`config.mk`:
```
export PLATFORM = sky130hd
export DESIGN_NAME = key_filter_flat
export DESIGN_NICKNAME = d
export VERILOG_FILES = /design/src/rtl/key_filter_pkg.sv /design/src/rtl/key_filter_if.sv /design/src/rtl/key_filter_sync_2ff.sv /design/src/rtl/key_filter.sv /design/src/flat_wrapper.sv
export SDC_FILE = /design/constraint.sdc
export NUM_CORES = 1
export LEC_CHECK = 0
export BUFFER_PORTS_ARGS = -buffer_cell sky130_fd_sc_hd__buf_2
export CAP_MARGIN = 20
export CORE_MARGIN = 2
export CORE_UTILIZATION = 50
export DETAILED_ROUTE_END_ITERATION = 10
export GPL_ROUTABILITY_DRIVEN = 0
export GPL_TIMING_DRIVEN = 0
export HOLD_SLACK_MARGIN = 0.05
export PLACE_DENSITY = 0.66
export SYNTH_ARGS = -nofsm -noshare
export SYNTH_HDL_FRONTEND = slang
export SYNTH_HIERARCHICAL = 1
export SYNTH_SLANG_ARGS = --single-unit
export TNS_END_PERCENT = 5
```
`constraint.sdc`:
```
create_clock -name sys_clk -period 2.6 [get_ports sys_clk]
set_input_delay 0.13 -clock sys_clk [delete_from_list [all_inputs] [get_ports sys_clk]]
set_output_delay 0.13 -clock sys_clk [all_outputs]
set_load 0.05 [all_outputs]
```
`src/rtl/key_filter_pkg.sv`:
```
// -----------------------------------------------------------------------------
// key_filter_pkg
//   Shared constants for the push-button filter:
//   - 2-bit FSM state encodings (legacy-compatible localparams)
//   - default debounce / long-press windows for a 50 MHz sys_clk
// -----------------------------------------------------------------------------
package key_filter_pkg;

    typedef logic [1:0] key_fsm_t;

    localparam key_fsm_t IDLE       = 2'd0;
    localparam key_fsm_t PRESS_FILT = 2'd1;
    localparam key_fsm_t DOWN       = 2'd2;
    localparam key_fsm_t REL_FILT   = 2'd3;

    // 20 ms and 1 s at 50 MHz
    localparam logic [19:0] CNT_MAX_DEF  = 20'd999_999;
    localparam logic [25:0] LONG_MAX_DEF = 26'd49_999_999;

endpackage

```
`src/rtl/key_filter_if.sv`:
```
// -----------------------------------------------------------------------------
// key_filter_if
//   Button-side signal bundle of the key filter.
//   key_in    : raw active-low button (asynchronous)
//   key_flag  : one-cycle pulse on confirmed press
//   rel_flag  : one-cycle pulse on confirmed release
//   long_flag : one-cycle pulse once per press after the long-hold time
//   key_state : debounced level, 1 = released, 0 = pressed
//   modport slave  : the filter itself (consumes key_in, produces events)
//   modport master : the environment driving the button and using the events
// -----------------------------------------------------------------------------
interface key_filter_if;

    logic key_in;
    logic key_flag;
    logic rel_flag;
    logic long_flag;
    logic key_state;

    modport master (
        output key_in,
        input  key_flag,
        input  rel_flag,
        input  long_flag,
        input  key_state
    );

    modport slave (
        input  key_in,
        output key_flag,
        output rel_flag,
        output long_flag,
        output key_state
    );

endinterface

```
`src/rtl/key_filter_sync_2ff.sv`:
```
// -----------------------------------------------------------------------------
// sync_2ff
//   1-bit two-flop synchroniser for asynchronous inputs.
//   Both stages reset to 1 (idle level of an active-low button).
//   sys_clk   : destination clock
//   sys_rst_n : asynchronous active-low reset
//   d         : asynchronous input
//   q         : synchronised output (second stage)
// -----------------------------------------------------------------------------
module sync_2ff (
    input  logic sys_clk,
    input  logic sys_rst_n,
    input  logic d,
    output logic q
);

    logic s1;
    logic s2;

    always_ff @(posedge sys_clk or negedge sys_rst_n) begin
        if (!sys_rst_n) begin
            s1 <= 1'b1;
            s2 <= 1'b1;
        end else begin
            s1 <= d;
            s2 <= s1;
        end
    end

    assign q = s2;

endmodule

```
`src/rtl/key_filter.sv`:
```
// -----------------------------------------------------------------------------
// key_filter
//   Debounces one active-low push-button and produces single-cycle press,
//   release and long-press pulses plus a stable debounced level.
//   Parameters:
//     CNT_MAX  : debounce window in clocks (2 .. 2^20-1)
//     LONG_MAX : hold time after the press pulse before long_flag (> CNT_MAX)
//   Ports:
//     sys_clk   : system clock
//     sys_rst_n : asynchronous active-low reset
//     key_bus   : key_filter_if.slave (key_in in; key_flag, rel_flag,
//                 long_flag, key_state out)
// -----------------------------------------------------------------------------
module key_filter
    import key_filter_pkg::*;
#(
    parameter logic [19:0] CNT_MAX  = CNT_MAX_DEF,
    parameter logic [25:0] LONG_MAX = LONG_MAX_DEF
) (
    input  logic         sys_clk,
    input  logic         sys_rst_n,
    key_filter_if.slave  key_bus
);

    logic        s2;
    key_fsm_t    state;
    logic [19:0] fcnt;
    logic [25:0] lcnt;
    logic        long_done;
    logic        key_flag_r;
    logic        rel_flag_r;
    logic        long_flag_r;
    logic        key_state_r;

    sync_2ff u_sync (
        .sys_clk   (sys_clk),
        .sys_rst_n (sys_rst_n),
        .d         (key_bus.key_in),
        .q         (s2)
    );

    always_ff @(posedge sys_clk or negedge sys_rst_n) begin
        if (!sys_rst_n) begin
            state       <= IDLE;
            fcnt        <= '0;
            lcnt        <= '0;
            long_done   <= 1'b0;
            key_flag_r  <= 1'b0;
            rel_flag_r  <= 1'b0;
            long_flag_r <= 1'b0;
            key_state_r <= 1'b1;
        end else begin
            // Flags are pulses: low unless a branch below raises them.
            key_flag_r  <= 1'b0;
            rel_flag_r  <= 1'b0;
            long_flag_r <= 1'b0;

            case (state)
                IDLE: begin
                    if (!s2) begin
                        state <= PRESS_FILT;
                        fcnt  <= '0;
                    end
                end
                PRESS_FILT: begin
                    if (s2) begin
                        state <= IDLE;
                    end else if (fcnt == CNT_MAX - 20'd1) begin
                        state       <= DOWN;
                        key_flag_r  <= 1'b1;
                        key_state_r <= 1'b0;
                        lcnt        <= '0;
                    end else begin
                        fcnt <= fcnt + 20'd1;
                    end
                end
                DOWN: begin
                    // lcnt freezes once long_flag has fired, so it never wraps.
                    if (s2) begin
                        state <= REL_FILT;
                        fcnt  <= '0;
                    end else if (lcnt == LONG_MAX - 26'd1 && !long_done) begin
                        long_flag_r <= 1'b1;
                        long_done   <= 1'b1;
                    end else if (!long_done) begin
                        lcnt <= lcnt + 26'd1;
                    end
                end
                REL_FILT: begin
                    // A release bounce resumes the hold with lcnt/long_done intact.
                    if (!s2) begin
                        state <= DOWN;
                    end else if (fcnt == CNT_MAX - 20'd1) begin
                        state       <= IDLE;
                        rel_flag_r  <= 1'b1;
                        key_state_r <= 1'b1;
                        long_done   <= 1'b0;
                    end else begin
                        fcnt <= fcnt + 20'd1;
                    end
                end
                default: state <= IDLE;
            endcase
        end
    end

    assign key_bus.key_flag  = key_flag_r;
    assign key_bus.rel_flag  = rel_flag_r;
    assign key_bus.long_flag = long_flag_r;
    assign key_bus.key_state = key_state_r;

endmodule

```
`src/flat_wrapper.sv`:
```
// flat-port wrapper written by rule: the top's interface ports become plain ports
module key_filter_flat import key_filter_pkg::*;
#(
    parameter logic [19:0] CNT_MAX  = CNT_MAX_DEF,
    parameter logic [25:0] LONG_MAX = LONG_MAX_DEF
)
  (sys_clk, sys_rst_n, key_bus_key_in, key_bus_key_flag, key_bus_rel_flag, key_bus_long_flag, key_bus_key_state);
  key_filter_if key_bus_i ();
  input  logic sys_clk;
  input  logic sys_rst_n;
  input wire logic [$bits(key_bus_i.key_in)-1:0] key_bus_key_in;
  output wire logic [$bits(key_bus_i.key_flag)-1:0] key_bus_key_flag;
  output wire logic [$bits(key_bus_i.rel_flag)-1:0] key_bus_rel_flag;
  output wire logic [$bits(key_bus_i.long_flag)-1:0] key_bus_long_flag;
  output wire logic [$bits(key_bus_i.key_state)-1:0] key_bus_key_state;
  assign key_bus_i.key_in = key_bus_key_in;
  assign key_bus_key_flag = key_bus_i.key_flag;
  assign key_bus_rel_flag = key_bus_i.rel_flag;
  assign key_bus_long_flag = key_bus_i.long_flag;
  assign key_bus_key_state = key_bus_i.key_state;
  key_filter #(.CNT_MAX(CNT_MAX), .LONG_MAX(LONG_MAX)) u_core (.sys_clk(sys_clk), .sys_rst_n(sys_rst_n), .key_bus(key_bus_i));
endmodule
```
==> metrics.csv <==
stage,metric,value,unit
final_layout,diodes,0,
yosys,synth_seq_cells,55,
yosys,synthArstFlopShare,100.0,%
worst_setup_path,crit_path_start_kind,flip-flop,
worst_setup_path,critPathArrivalTime,2670,ps
cts,clockRootBuffer,clkbuf_8,
power,ir_worst_vdd,0.2799,mV
cts,clock_latency,320,ps
route,drt_iter0_drc,132,
place,port_buffers,6,
place,dp_slack,-32.96,ps
floorplanning,rows,29,
place,hpwl,5417,um
power,p_leak,0.001371,uW
worst_setup_path,cp-end-kind,flip-flop,
floorplanning,chipWidth,83.99,um
final_layout,syn2layout_area_growth,8.643,%
final_layout,drive_above_1_share,9.424,%
worst_setup_path,timing.rr.end,u_core/fcnt[12],
global_routing,grt_pass1_vias,2804,
route,vias,2898,
final_layout,fin_nets,388,
final_layout,finish.utilization,55.37,%
cts,clkSinkCount,55,
route,viasPerCell,6.314,
final_layout,fin_cells,459,
worst_setup_path,crit_cells,8,
worst_setup_path,crit_start,u_core/fcnt[0],
sta,hold_viol_final,0,
route,drtPass1Iterations,4,
yosys,postSynthAreaPerCell,8.765,um2
sta,fin_ws,160.8,ps
global_routing,grt_pass1_wl,13260,um
place,dp.cells,449,
min_path,hp-class,in -> async,
status,status,completed,
floorplanning,initial_core_util,50.97,%
yosys,synth_commonest_cells,"dfrtp_1, nand2_1, nand3_1",
global_routing,grt_max_degree,29,
route,wirelength,7606,um
sta,max-slew-margin-rel,56.99,%
floorplanning,die-area,0.007054,mm2
yosys,yosysSeqAreaShare,43.14,%
sta,tightest_slew,645.1,ps
worst_setup_path,critPathKind,reg -> reg,
cts,clkTransAtPathRegs,110,ps
worst_setup_path,r2r_start,u_core/fcnt[0],
worst_setup_path,cp_num_buf_inv,2,
global_routing,track_usage,22.82,%
route,drc,0,
sta,fin_crit_sh,93.81,%
sta,finalCriticalPeriod,2439,ps
cts,numCtsBuffers,5,
worst_setup_path,path_max_fanout,10,
sta,setup_violations,0,
worst_setup_path,r2r_cells,8,
yosys,yosysMostFrequentCell,dfrtp_1,
yosys,netlist.area_leader.share,40.67,%
floorplanning,io_pins,7,
global_routing,gr-total-overflow,0,
yosys,synth-main-ff-cell,dfrtp_1,
worst_setup_path,worstPathRequired,2830,ps
floorplanning,core-area,0.006277,mm2
worst_setup_path,critical_path.max_stage_delay,490,ps
cts,cts_tree,yes,
worst_setup_path,crit_end,u_core/fcnt[12],
yosys,syn_inst,365,
sta,rsz0062_at_grt,false,
yosys,yosysTopAreaCell,dfrtp_1,
floorplanning,die_h,83.99,um
yosys,synth_enable_flop_cells,0,
global_routing,antenna_found_initial,0,
sta,slew_violations,0,
power,power_density,430.1,mW/mm2
sta,fmax,410.0,MHz
worst_setup_path,critPathTopFamily,simple AND/OR/NAND/NOR gates,
worst_setup_path,slowest_stage,or4bb_1,
worst_setup_path,crit_chain,inv_1 -> ha_1 -> or4bb_1 -> or3_1 -> o31ai_1 -> clkbuf_2 -> o31ai_1 -> a21oi_1,
final_layout,final_cell_area,0.003476,mm2
yosys,synth.net_count,372,
yosys,yosys_warnings,6,
worst_setup_path,cp_common_cell,o31ai_1,
route,antenna_left,0,
cts,clock_path_buffers,2,
yosys,synth_cell_types,60,
route,wl_per_cell,16.57,um
final_layout,fillers,588,
place,placed_area,0.003346,mm2
yosys,synth_area_leaders,"dfrtp_1, nand2_1, nand3_1, o21ai_0, a31oi_1",
yosys,syn_area,0.003199,mm2
power,p_total,1495,uW
sta,finClkSkew,18.94,ps
cts,htreeDepth,2,
worst_setup_path,r2r_setup_slack,160,ps
flow_run,maxCapViolCount,0,
layout by cell type (no fill, tap or decap), drive strengths merged, types with 3 or more instances in the layout:
| master | n |
|---|---|
| a21o | 4 |
| or4 | 8 |
| clkbuf | 24 |
| buf | 11 |
| nor3 | 13 |
| a41oi | 4 |
| nor4 | 7 |
| and2 | 3 |
| o31ai | 6 |
| a221o | 3 |
| and4 | 4 |
| or2 | 3 |
| dfrtp | 52 |
| dfstp | 3 |
| and3 | 8 |
| nor2 | 22 |
| ha | 4 |
| o21ai | 26 |
| a31oi | 18 |
| a21oi | 19 |
| inv | 10 |
| mux2i | 5 |
| nand4 | 13 |
| or3 | 9 |
| nand2 | 40 |
| nand3 | 27 |
| a211o | 3 |
area by class of cell:
cell class	instances	area [um2]	share of cell area, %
Buffer	21	85.08	2.448
Clock buffer	7	86.33	2.484
Clock inverter	1	8.758	0.2520
Inverter	10	37.54	1.080
Multi-Input combinational cell	279	1712	49.24
Sequential cell	55	1380	39.70
Tap cell	77	96.34	2.772
Timing Repair Buffer	9	70.07	2.016
sequential cells by signal, indices dropped and copies added, names as in the netlist, named ones only:
signal / flops
u_core/state: 1
u_core/u_sync/s1: 1
u_core/key_bus.rel_flag: 1
u_core/long_done: 1
u_core/fcnt: 20
u_core/key_bus.key_state: 1
u_core/u_sync/q: 1
u_core/key_bus.key_flag: 1
u_core/lcnt: 26
u_core/key_bus.long_flag: 1
stage by stage:
stage	setup TNS, ps	hold slack (ps)
2_1_floorplan	0	-165.6
3_3_place_gp	-63.36	234.3
3_5_place_dp	-62.65	192.6
4_1_cts	0	370.6
5_1_grt	0	377.0
6_report	0	362.8
report_power, final:
| group | internal, uW | switching [uW] | total, uW |
|---|---|---|---|
| logic | 33.4 | 68.5 | 102 |
| registers | 871 | 16.8 | 887 |
| clock network | 219 | 287 | 506 |
| total | 1120 | 372 | 1500 |
cell families after synthesis:
group | Yosys count | synth area share [%]
flip-flops | 55 | 43.14
adder cells (fa/ha/maj) | 4 | 1.564
buffers and inverters | 31 | 3.793
AO/OA/AOI/OAI | 98 | 19.75
XOR/XNOR | 2 | 0.7824
multiplexers | 6 | 1.916
AND/OR/NAND/NOR | 169 | 29.06
what timing repair did:
action                     4_1_cts  5_1_grt
resized for setup                2        3
setup buffers                    0        0
hold buffers                     2        0
hold endpoints to repair        28        0
setup endpoints to repair       13       11
worst register-to-register path, cell delays in order (launching register included):
cell,delay (ps)
dfrtp_1,420
inv_1,110
ha_1,170
or4bb_1,490
or3_1,330
o31ai_1,330
clkbuf_2,260
o31ai_1,100
a21oi_1,150
worst min-delay path by stage:
stage | slack (ps) | from | end | cells past startpoint
2_1_floorplan | -170 | sys_rst_n | asynchronous set/reset pin | 0
3_3_place_gp | 230 | key_bus_key_in | u_core/u_sync/s1 | 1
3_5_place_dp | 190 | sys_rst_n | u_core/lcnt[5] | 1
4_1_cts | 370 | u_core/u_sync/s1 | u_core/u_sync/q | 0
5_1_grt | 380 | u_core/u_sync/s1 | u_core/u_sync/q | 0
6_report | 360 | sys_rst_n | u_core/lcnt[5] | 2
per-layer routing:
metal  wire (um)  vias to the layer above  track usage [%]
li1            -                     1423                -
met1        3378                     1403            29.20
met2        3803                       58            38.47
met3         266                       14            3.660
met4         158                        0            9.384
met5           0                        -                0
Note: power is estimated with default switching activity, not from simulation.
